[config.mk]
export PLATFORM = sky130hd
export DESIGN_NAME = gcd_lcm_unit_flat
export DESIGN_NICKNAME = d
export VERILOG_FILES = /design/src/rtl/gcd_lcm_unit_if.sv /design/src/rtl/gcd_lcm_unit.sv /design/src/flat_wrapper.sv
export SDC_FILE = /design/constraint.sdc
export NUM_CORES = 1
export LEC_CHECK = 0
export CORE_MARGIN = 2
export CORE_UTILIZATION = 55
export CTS_CLUSTER_DIAMETER = 150
export CTS_CLUSTER_SIZE = 24
export DETAILED_ROUTE_END_ITERATION = 7
export GPL_ROUTABILITY_DRIVEN = 0
export PLACE_DENSITY = 0.9
export SETUP_SLACK_MARGIN = 0.2
export SYNTH_ARGS = -nofsm -noshare
export SYNTH_HDL_FRONTEND = slang
export SYNTH_SLANG_ARGS = --single-unit
[constraint.sdc]
create_clock -name clk -period 7.4 [get_ports clk]
set_input_delay 0.74 -clock clk [delete_from_list [all_inputs] [get_ports clk]]
set_output_delay 0.74 -clock clk [all_outputs]
set_load 0.02 [all_outputs]
[src/rtl/gcd_lcm_unit_if.sv]
// Command/status bundle between the RV32 datapath and the GCD/LCM coprocessor.
// The datapath side is the master and the coprocessor side is the slave.
interface gcd_lcm_unit_if #(
  parameter int OPW = 8
);
  logic             cmd_valid;
  logic [31:0]      cmd_word;
  logic             busy;
  logic             done;
  logic [2*OPW-1:0] result;
  logic [31:0]      status_word;

  modport master (
    output cmd_valid, cmd_word,
    input  busy, done, result, status_word
  );

  modport slave (
    input  cmd_valid, cmd_word,
    output busy, done, result, status_word
  );
endinterface

[src/rtl/gcd_lcm_unit.sv]
// Multi-cycle GCD (repeated subtraction) / LCM (add-chase) coprocessor with a packed command word.
// Define GCDLCM_PENDING_EN to add a one-entry slot that queues one command arriving while busy.
module gcd_lcm_unit #(
  parameter int OPW = 8
) (
  input logic           clk,
  input logic           reset,
  gcd_lcm_unit_if.slave bus
);

  typedef enum logic [2:0] {
    S_IDLE,
    S_CHECK,
    S_GCD_RUN,
    S_LCM_RUN,
    S_DONE
  } state_e;

  localparam int RW = 2 * OPW;

  state_e          state_q;
  logic [OPW-1:0]  a_q, b_q;
  logic [RW-1:0]   m1_q, m2_q, result_q;
  logic            op_q, busy_q, done_q, rvalid_q;

  logic [OPW-1:0]  cmd_x, cmd_y;
  logic            cmd_req, cmd_op, cmd_hit, running, accept;
  logic            launch, ld_op;
  logic [OPW-1:0]  ld_x, ld_y;
  logic [31:0]     status_w;
  logic            unused_cmd_bits;

  assign cmd_x   = bus.cmd_word[OPW-1:0];
  assign cmd_y   = bus.cmd_word[2*OPW-1:OPW];
  assign cmd_req = bus.cmd_word[2*OPW];
  assign cmd_op  = bus.cmd_word[2*OPW+1];
  assign unused_cmd_bits = ^bus.cmd_word[31:2*OPW+2];

  assign cmd_hit = bus.cmd_valid && cmd_req;
  assign running = (state_q == S_CHECK) || (state_q == S_GCD_RUN) || (state_q == S_LCM_RUN);
  assign accept  = cmd_hit && ((state_q == S_IDLE) || (state_q == S_DONE));

`ifdef GCDLCM_PENDING_EN
  logic            pend_full_q, pend_op_q;
  logic [OPW-1:0]  pend_x_q, pend_y_q;

  // A full slot always wins in DONE; a same-cycle direct command takes its place.
  // NOTE: every combinational output gets a default first so no path can infer a latch.
  always_comb begin
    launch = accept;
    ld_x   = cmd_x;
    ld_y   = cmd_y;
    ld_op  = cmd_op;
    if ((state_q == S_DONE) && pend_full_q) begin
      launch = 1'b1;
      ld_x   = pend_x_q;
      ld_y   = pend_y_q;
      ld_op  = pend_op_q;
    end
  end

  always_ff @(posedge clk) begin
    if (reset) begin
      pend_full_q <= 1'b0;
      pend_op_q   <= 1'b0;
      pend_x_q    <= '0;
      pend_y_q    <= '0;
    end else if ((state_q == S_DONE) && pend_full_q) begin
      pend_full_q <= accept;
      if (accept) begin
        pend_op_q <= cmd_op;
        pend_x_q  <= cmd_x;
        pend_y_q  <= cmd_y;
      end
    end else if (running && cmd_hit && !pend_full_q) begin
      pend_full_q <= 1'b1;
      pend_op_q   <= cmd_op;
      pend_x_q    <= cmd_x;
      pend_y_q    <= cmd_y;
    end
  end
`else
  assign launch = accept;
  assign ld_x   = cmd_x;
  assign ld_y   = cmd_y;
  assign ld_op  = cmd_op;
`endif

  // NOTE: sequential state uses non-blocking assignments so every register sees pre-edge values.
  always_ff @(posedge clk) begin
    if (reset) begin
      state_q  <= S_IDLE;
      a_q      <= '0;
      b_q      <= '0;
      m1_q     <= '0;
      m2_q     <= '0;
      op_q     <= 1'b0;
      result_q <= '0;
      busy_q   <= 1'b0;
      done_q   <= 1'b0;
      rvalid_q <= 1'b0;
    end else begin
      done_q <= 1'b0;
      case (state_q)
        S_IDLE, S_DONE: begin
          if (launch) begin
            a_q     <= ld_x;
            b_q     <= ld_y;
            op_q    <= ld_op;
            state_q <= S_CHECK;
            busy_q  <= 1'b1;
          end else begin
            state_q <= S_IDLE;
            busy_q  <= 1'b0;
          end
        end
        S_CHECK: begin
          // Zero operands park the answer in a/b so the usual equal-compare edge publishes it.
          if ((a_q == '0) || (b_q == '0)) begin
            a_q     <= op_q ? '0 : (a_q | b_q);
            b_q     <= op_q ? '0 : (a_q | b_q);
            state_q <= S_GCD_RUN;
          end else if (op_q) begin
            m1_q    <= {{OPW{1'b0}}, a_q};
            m2_q    <= {{OPW{1'b0}}, b_q};
            state_q <= S_LCM_RUN;
          end else begin
            state_q <= S_GCD_RUN;
          end
        end
        S_GCD_RUN: begin
          if (a_q == b_q) begin
            result_q <= {{OPW{1'b0}}, a_q};
            state_q  <= S_DONE;
            busy_q   <= 1'b0;
            done_q   <= 1'b1;
            rvalid_q <= 1'b1;
          end else if (a_q > b_q) begin
            a_q <= a_q - b_q;
          end else begin
            b_q <= b_q - a_q;
          end
        end
        S_LCM_RUN: begin
          if (m1_q == m2_q) begin
            result_q <= m1_q;
            state_q  <= S_DONE;
            busy_q   <= 1'b0;
            done_q   <= 1'b1;
            rvalid_q <= 1'b1;
          end else if (m1_q < m2_q) begin
            m1_q <= m1_q + {{OPW{1'b0}}, a_q};
          end else begin
            m2_q <= m2_q + {{OPW{1'b0}}, b_q};
          end
        end
        default: begin
          state_q <= S_IDLE;
          busy_q  <= 1'b0;
        end
      endcase
    end
  end

  always_comb begin
    status_w         = '0;
    status_w[31]     = busy_q;
    status_w[30]     = rvalid_q;
    status_w[RW-1:0] = result_q;
`ifdef GCDLCM_PENDING_EN
    status_w[29]     = pend_full_q;
`endif
  end

  assign bus.busy        = busy_q;
  assign bus.done        = done_q;
  assign bus.result      = result_q;
  assign bus.status_word = status_w;

endmodule
[src/flat_wrapper.sv]
// flat-port wrapper written by rule: the top's interface ports become plain ports
module gcd_lcm_unit_flat 
#(
  parameter int OPW = 8
)
  (clk, reset, bus_cmd_valid, bus_cmd_word, bus_busy, bus_done, bus_result, bus_status_word);
  gcd_lcm_unit_if #(.OPW(OPW)) bus_i ();
  input logic clk;
  input logic reset;
  input wire logic [$bits(bus_i.cmd_valid)-1:0] bus_cmd_valid;
  input wire logic [$bits(bus_i.cmd_word)-1:0] bus_cmd_word;
  output wire logic [$bits(bus_i.busy)-1:0] bus_busy;
  output wire logic [$bits(bus_i.done)-1:0] bus_done;
  output wire logic [$bits(bus_i.result)-1:0] bus_result;
  output wire logic [$bits(bus_i.status_word)-1:0] bus_status_word;
  assign bus_i.cmd_valid = bus_cmd_valid;
  assign bus_i.cmd_word = bus_cmd_word;
  assign bus_busy = bus_i.busy;
  assign bus_done = bus_i.done;
  assign bus_result = bus_i.result;
  assign bus_status_word = bus_i.status_word;
  gcd_lcm_unit #(.OPW(OPW)) u_core (.clk(clk), .reset(reset), .bus(bus_i));
endmodule
==> results.yml <==
cts:
  cts_root_buf: "clkbuf_8"
  cts_setup_buffers: 0
  h-tree-depth: 3
  post_cts_resized: 0
  cts_buffer_depth: 2
  cts_tree: "yes"
  postCtsHoldBufs: 0
  numCtsBuffers: 9
  clkTransAtPathRegs_ps: 90
  clock_latency_ps: 370
  cts.sinks: 71
layout:
  layout_commonest_cell: "dfxtp_1"
  design_area_um2: 6280
  num-fill-cells: 791
  final_nets: 805
  layout-drive-gt1-share_pct: 6.844
  area_delta_synth_final_pct: 11.09
  num_antenna_cells: 0
  mostFrequentLayoutCells: "dfxtp_1 (71), nor2_1 (59), ha_1 (55), clkdlybuf4s50_1 (55), nand2_1 (49)"
routing:
  via_count: 5584
  first_iter_violations: 729
  post_drt_via_cell_ratio: 6.554
  drc_errors: 0
  wl_mm: 15.57
  detail-route-antenna-nets: 0
  drt_pass1_iterations: 6
  wl_per_cell_um: 18.27
critical_path:
  r2r_slack_ps: 4260
  cp.arrival_ps: 3410
  rr_endpoint: "u_core.a_q[3]"
  worstSetupStartpointType: "flip-flop"
  reg2reg_from: "u_core.b_q[1]"
  critPathKind: "reg2reg"
  required_ps: 7670
  path_max_fanout: 16
  cp-end-kind: "flip-flop"
  rr_worst_depth: 8
placed_design:
  dpl_cell_area_um2: 6076
  post-place-ws_ps: 4270
  dp_hpwl_mm: 11.29
  portBuffers: 56
sta:
  fin_skew_ps: 16.34
  final.period_utilization_pct: 42.48
  relSlewSlack_pct: 28.93
  setup_viol: 0
  tns_ps: 0
  period_minus_slack_ps: 3144
  tightest_slew_ps: 1062
  fmax_mhz: 318.1
  drv_slew: 0
  layout_setup_ws_ps: 4256
  finalHoldViolCount: 0
  rsz0062_at_grt: "false"
logic_synthesis:
  synth_area_per_cell_um2: 8.228
  async_flop_share_pct: 0
  synth_top_area_share_pct: 25.14
  synth_seq_area_share_pct: 25.14
  synth_edf_count: 0
  yosys-top-cells-area: "dfxtp_1 (25%), ha_1 (12%), buf_4 (4.4%), nor2_1 (3.9%), a211oi_1 (3.6%)"
  yosysTopAreaCell: "dfxtp_1"
  synth_seq_cells: 71
  synth.distinct_cells: 78
  synth_cells: 687
  yosysWarningCount: 0
  synthFlopType: "dfxtp_1"
  synth_area_um2: 5653
min_path:
  holdCritStartpoint: "u_core.bus.busy"
  min_to: "u_core.bus.busy"
  whs_path_depth: 2
  hold_class: "reg2reg"
global_route:
  grt_overflow: 0
  grt_max_degree: 65
  grt_pass1_wl_mm: 25.33
  grt.total_usage_pct: 27.87
  antenna_found_initial: 0
  grt_pass1_vias: 5244
floorplanning:
  io_pins: 85
  die-area_um2: 11100
  rows: 37
  coreArea_um2: 10140
  die_h_um: 105.4
  die-width_um: 105.4
  initial_utilization_pct: 55.76
run_status:
  status: "completed"
pwr:
  p_per_area_nw_per_um2: 197.5
  p_leak_nw: 2.282
  vdd_drop_max_v: 0.0001164
job:
  drv_cap: 0
synthesized netlist by cell type (all sizes together) (13+ instances only):
library cell and n:
ha 55, nand3 22, nor2 60, buf 42, nor4 13, a21oi 35
nand2 50, o21ai 31, nor3 21, clkbuf 17, a311oi 18, inv 47
dfxtp 71, a211oi 27
kinds of logic after synthesis:
kind of cell / Yosys count / synth area share, %
and+or+nand+nor: 223 / 21.12
xor gates and xnor gates: 15 / 2.324
AOI/OAI and AO/OA: 210 / 27.67
buffers and inverters: 106 / 9.739
other: 1 / 0.06634
DFF: 71 / 25.14
muxes: 2 / 0.3542
adders and majority gates: 59 / 13.59
sequential cells by signal, indices dropped and copies added (netlist names):
signal / count
u_core.state_q: 3
u_core.b_q: 8
u_core.rvalid_q: 1
u_core.bus.result: 16
u_core.bus.done: 1
u_core.m2_q: 16
u_core.op_q: 1
u_core.bus.busy: 1
u_core.a_q: 8
u_core.m1_q: 16
how the worst max path moves through the flow:
stage,start,endpoint,slack (ps),cells past startpoint
after floorplan,u_core.b_q[6],u_core.bus.result[10],4950,9
after global placement,bus_cmd_word[16],u_core.a_q[5],4410,7
after detailed placement,bus_cmd_word[16],u_core.a_q[3],4270,7
after CTS,u_core.b_q[1],u_core.a_q[3],4330,8
after global routing,u_core.a_q[6],u_core.bus.result[7],4010,7
final,u_core.b_q[1],u_core.a_q[3],4260,8
area by class of cell:
cell class | instances | area, um2 | share of cell area [%]
Clock buffer | 9 | 123.9 | 1.973
Clock inverter | 7 | 80.08 | 1.275
Inverter | 47 | 176.4 | 2.809
Multi-Input combinational cell | 523 | 3730 | 59.39
Sequential cell | 71 | 1421 | 22.63
Tap cell | 136 | 170.2 | 2.710
Timing Repair Buffer | 59 | 578.1 | 9.205
layer usage:
layer	wire [um]	track usage, %	up-vias
li1	-	-	2570
met1	6102	35.08	2619
met2	7506	46.41	339
met3	1396	4.700	56
met4	561	12.86	0
met5	0	0	-
where the power goes:
| group | internal, W | leakage [nW] | switching, W | total, W |
|---|---|---|---|---|
| clock | 0.000160 | 0.0968 | 0.000173 | 0.000333 |
| sequential | 0.000405 | 0.576 | 0.0000398 | 0.000445 |
| combinational | 0.000187 | 1.61 | 0.000275 | 0.000462 |
| total | 0.000752 | 2.28 | 0.000488 | 0.00124 |
metrics by stage:
| step | util, % | total power (W) | hold WS (ps) | cells |
|---|---|---|---|---|
| after floorplan | - | 0.0007980 | 441.1 | 700 |
| after CTS | 61.94 | 0.001226 | 501.9 | 852 |
| after global routing | 61.94 | 0.001299 | 529.7 | 852 |
| after global placement | 59.93 | 0.0008793 | 452.0 | 836 |
| final | 61.94 | 0.001240 | 501.9 | 852 |
| after detailed placement | 59.93 | 0.0008995 | 489.1 | 836 |
worst max-delay path: stages, from the launching register on:
cell and delay, ps:
dfxtp_1 500, inv_1 220, fa_1 490, nor2b_1 160
o21ai_0 240, nand3_1 200, a31oi_2 770, nor2_1 160
a211oi_1 300
Note: power is estimated with default switching activity, not from simulation.
==> edit 1, RTL diff (same settings) <==
Build with the macro `GCDLCM_PENDING_EN` defined.
--- a/src/rtl/gcd_lcm_unit.sv
+++ b/src/rtl/gcd_lcm_unit.sv
@@ -2,2 +2,4 @@
 // Define GCDLCM_PENDING_EN to add a one-entry slot that queues one command arriving while busy.
+`define GCDLCM_PENDING_EN
+
 module gcd_lcm_unit #(
Function: changed (Yosys sat finds a counterexample within 4 cycles, from zero or initial values and one cycle with reset high).
==> edit 1 against the original RTL <==
Clock power is 54% higher. Sequential cell count is 18 higher. Worst setup slack worse by 0.16 ns. Total power is 24% higher. Sequential power is 23% higher. Global-route usage is 0.47 points lower. Routed wire length is 9.6% higher. Design area is 14% higher. Area after synthesis is 14% higher. Largest cell class unchanged. Largest power group is now registers.
==> edit 1: results (changes against the original RTL) <==
outcome - finished clean (unchanged)
DR vias - 6153 (was 5584)
P_leak - 0.002713 uW (was 0.002282 uW)
crit path to - u_core.a_q[6] (was u_core.a_q[3])
hold endpoint - u_core.op_q (was u_core.bus.busy)
First-pass DRT Iterations - 5 (was 6)
layout cell share with drive strength beyond 1 - 0.03980 (was 0.06844)
Nets - 893 (was 805)
CTS Root Buffer Type - clkbuf_16 (was clkbuf_8)
GRT met1 Usage - 0.3733 (was 0.3508)
Skew-Pair Late Insertion Delay - 0.35 ns (was 0.37 ns)
Seq area share - 0.2490 (was 0.2263)
CP Data Arrival Time - 3.53 ns (was 3.41 ns)
Post-DP Area - 6823 um^2 (was 6076 um^2)
final WL - 17070 um (was 15570 um)
inverter count - 46 (was 47)
met1 wire length - 7388 um (was 6102 um)
R2R setup slack - 4.10 ns (was 4.26 ns)
hpwl dp - 11870 um (was 11290 um)
bufs w/o clock - 60 (was 59)
worst r2r src - u_core.a_q[5] (was u_core.b_q[1])
Cell variety after synth - 72 (was 78)
Peak Freq - 0.3026 GHz (was 0.3181 GHz)
first-pass GRT wire length - 28410 um (was 25330 um)
clk slew on worst S/H paths - 0.07 ns (was 0.09 ns)
met2 GRT Util - 0.4229 (was 0.4641)
vias in the first global route - 5723 (was 5244)
Worst Skew - 0.01119 ns (was 0.01634 ns)
minimum hold slack - 0.4937 ns (was 0.5019 ns)
clk pwr - 514 uW (was 333 uW)
All-Layer GR Usage - 0.2740 (was 0.2787)
largest net degree at the start of global routing - 83 (was 65)
sequential area share after synthesis - 0.2764 (was 0.2514)
clock buffer count - 12 (was 9)
register area - 1782 um^2 (was 1421 um^2)
Fill cells - 963 (was 791)
Synth area leaders - dfxtp_1 (28%), ha_1 (11%), mux2i_1 (5.4%) (was dfxtp_1 (25%), ha_1 (12%), buf_4 (4.4%))
Cells after DPL - 931 (was 836)
clock sink count - 89 (was 71)
worst-path fanout max - 10 (was 16)
maximum vdd drop - 115.2 uV (was 116.4 uV)
fin util - 0.6266 (was 0.6194)
worst-margin pin slew - 1.265 ns (was 1.062 ns)
Initial DRC Count - 508 (was 729)
dpl ws - 4.409 ns (was 4.270 ns)
Syn Inst Count - 790 (was 687)
power per cell area - 214.2 nW/um^2 (was 197.5 nW/um^2)
metal3 WL - 1555 um (was 1396 um)
post-route insts no fill - 947 (was 852)
critical path's largest stage delay - 0.84 ns (was 0.77 ns)
max layer used - met4 (unchanged)
htree depth - 3 (unchanged)
met2 WL - 7598 um (was 7506 um)
Multi-input gate area - 4101 um^2 (was 3730 um^2)
Crit-path slowest cell - o31ai_1 (was a31oi_2)
min-delay src - u_core.pend_op_q (was u_core.bus.busy)
multi-input gate count - 593 (was 523)
non-clk buf share - 0.08220 (was 0.09205)
top post-synthesis cells by count - dfxtp_1 (89), nor2_1 (69), a21oi_1 (63) (was dfxtp_1 (71), nor2_1 (59), ha_1 (55))
==> edit 1: cell types whose count changed in the layout (fill, tap and decap cells not counted), sizes merged, moves of 7 or more <==
cell | unedited run | this run
mux2i | 2 | 35
a21oi | 35 | 65
dfxtp | 71 | 89
a211oi | 27 | 16
nor2 | 60 | 70
a221oi | 11 | 2
o22ai | 0 | 8
nor4 | 13 | 6
o41ai | 1 | 8
xor2 | 3 | 10
==> edit 1: cells by family (layout without fill, tap and decap cells) <==
| group | Yosys count | after routing | share of synthesized area |
|---|---|---|---|
| simple gates | 239 | 239 | 0.1827 |
| buf+inv | 120 | 122 | 0.09492 |
| xor+xnor | 16 | 16 | 0.02174 |
| fa+ha+maj | 59 | 59 | 0.1192 |
| other cells | 1 | 13 | 0.0005817 |
| mux | 35 | 35 | 0.05435 |
| flops | 89 | 89 | 0.2764 |
| compound gates | 231 | 231 | 0.2502 |
==> edit 2, RTL diff (config.mk and constraints unchanged) <==
Made on the original files. Re-encode `state_e` (5 states) as one-hot, 5 bits wide.
--- a/src/rtl/gcd_lcm_unit.sv
+++ b/src/rtl/gcd_lcm_unit.sv
@@ -10,8 +10,8 @@
 
-  typedef enum logic [2:0] {
-    S_IDLE,
-    S_CHECK,
-    S_GCD_RUN,
-    S_LCM_RUN,
-    S_DONE
+  typedef enum logic [4:0] {
+    S_IDLE    = 5'b00001,
+    S_CHECK   = 5'b00010,
+    S_GCD_RUN = 5'b00100,
+    S_LCM_RUN = 5'b01000,
+    S_DONE    = 5'b10000
   } state_e;
Formal check against the unedited RTL: same outputs for any inputs over 4 cycles, from zero or initial values and one cycle with reset high; so few cycles prove little.
==> edit 2 against the original RTL <==
Routed wire length is 5.2% higher. Sequential share of layout area is 0.70 points higher. Sequential cell count is 2 higher. Worst setup slack worse by 0.32 ns. Hold slack worse by 0.016 ns. Design area is 0.26% lower. Area after synthesis is 0.53% lower. Global-route usage is 1.0 points higher. Count of clock-buffer cells in the layout is 2 higher. Die area is 0.51% lower. Maximum frequency is 9.2% lower. Critical endpoint is now u_core.b_q[6].
Power is not compared: it rests on default switching activity, and its combinational part moved more than twofold at a synthesized area within 25%.
==> edit 2: results (changes against the original RTL) <==
Flop pwr share - 0.426
Worst Hold Class - register to register (unchanged)
worst-margin pin slew - 1.232 ns (was 1.062 ns)
outcome - finished clean (unchanged)
CTS max path bufs - 2 (unchanged)
First-pass DRT Iterations - 7 (was 6)
Post-DP Area - 6035 um^2 (was 6076 um^2)
htree depth - 3 (unchanged)
Cell variety after synth - 69 (was 78)
CP Data Arrival Time - 3.67 ns (was 3.41 ns)
hpwl dp - 11600 um (was 11290 um)
All-Layer GR Usage - 0.2892 (was 0.2787)
Nets - 798 (was 805)
top post-synthesis cells by count - dfxtp_1 (73), a21oi_1 (61), nor2_1 (61) (was dfxtp_1 (71), nor2_1 (59), ha_1 (55))
critical path's largest stage delay - 1.01 ns (was 0.77 ns)
layout cell share with drive strength beyond 1 - 0.06629 (was 0.06844)
Syn Inst Count - 684 (was 687)
Worst Skew - 0.01679 ns (was 0.01634 ns)
Most used DFF post-synth - dfxtp_1 (unchanged)
post-route insts no fill - 842 (was 852)
Initial DRC Count - 698 (was 729)
dpl ws - 4.059 ns (was 4.270 ns)
Synth async-reset ratio - 0 (unchanged)
vias in the first global route - 5431 (was 5244)
Top delay family on crit path - simple AND/OR/NAND/NOR gates (was compound AO/OA/AOI/OAI gates)
Crit-path slowest cell - nor3b_2 (was a31oi_2)
clk slew on worst S/H paths - 0.07 ns (was 0.09 ns)
sequential area share after synthesis - 0.2599 (was 0.2514)
Fill cells - 772 (was 791)
synth warn - 0 (unchanged)
final WL - 16380 um (was 15570 um)
largest net degree at the start of global routing - 68 (was 65)
drt via density - 6.664 (was 6.554)
Synth area leaders - dfxtp_1 (26%), ha_1 (12%), a21oi_1 (5.4%) (was dfxtp_1 (25%), ha_1 (12%), buf_4 (4.4%))
Cells after DPL - 826 (was 836)
worst-path fanout max - 19 (was 16)
CTS Root Buffer Type - clkbuf_8 (unchanged)
Gate power share - 0.195
first-pass GRT wire length - 26210 um (was 25330 um)
## edit 2: worst paths after layout
check                                       start               to  slack (ns)  cells after the start
worst min-delay path              u_core.rvalid_q  u_core.rvalid_q        0.49                      2
worst min register to register    u_core.rvalid_q  u_core.rvalid_q        0.49                      2
worst max-delay path            u_core.state_q[0]    u_core.b_q[6]        3.94                      7
worst max register to register  u_core.state_q[0]    u_core.b_q[6]        3.94                      7
## edit 2: layout make-up
class | count | area, um^2 | share of cell area
multi-input combinational | 514 | 3649 | 0.5825
inverter | 46 | 172.7 | 0.02757
clock buffer | 11 | 151.4 | 0.02417
tap | 133 | 166.4 | 0.02657
clock inverter | 5 | 77.57 | 0.01239
sequential | 73 | 1461 | 0.2333
timing repair buffer | 60 | 585.6 | 0.09349
## edit 2: cells by family (layout without fill, tap and decap cells)
group,Yosys count,in the layout,synth area share
other cells,1,14,0.0006669
xor+xnor,16,16,0.02492
flops,73,73,0.2599
simple gates,199,199,0.1773
mux,9,9,0.01602
buf+inv,110,122,0.09991
compound gates,217,217,0.2846
fa+ha+maj,59,59,0.1366
## edit 2: tightest hold or removal path: stages (launching register included)
cell and delay (ns):
dfxtp_1 0.34, nor2_1 0.05, nor2_1 0.07
## edit 2: stage by stage
stage | total power [uW] | utilization
floorplan | 566.3 | -
global placement | 600.0 | 0.6117
detailed placement | 609.0 | 0.6117
CTS | 973.8 | 0.6350
global route | 1008 | 0.6350
finish | 980.1 | 0.6350
## edit 2: layer usage
metal	up-vias	global-route usage	part of all wire
met5	-	0	0
met4	0	0.1419	0.034
met3	63	0.05303	0.095
met2	361	0.4972	0.48
met1	2642	0.3450	0.39
li1	2545	-	-
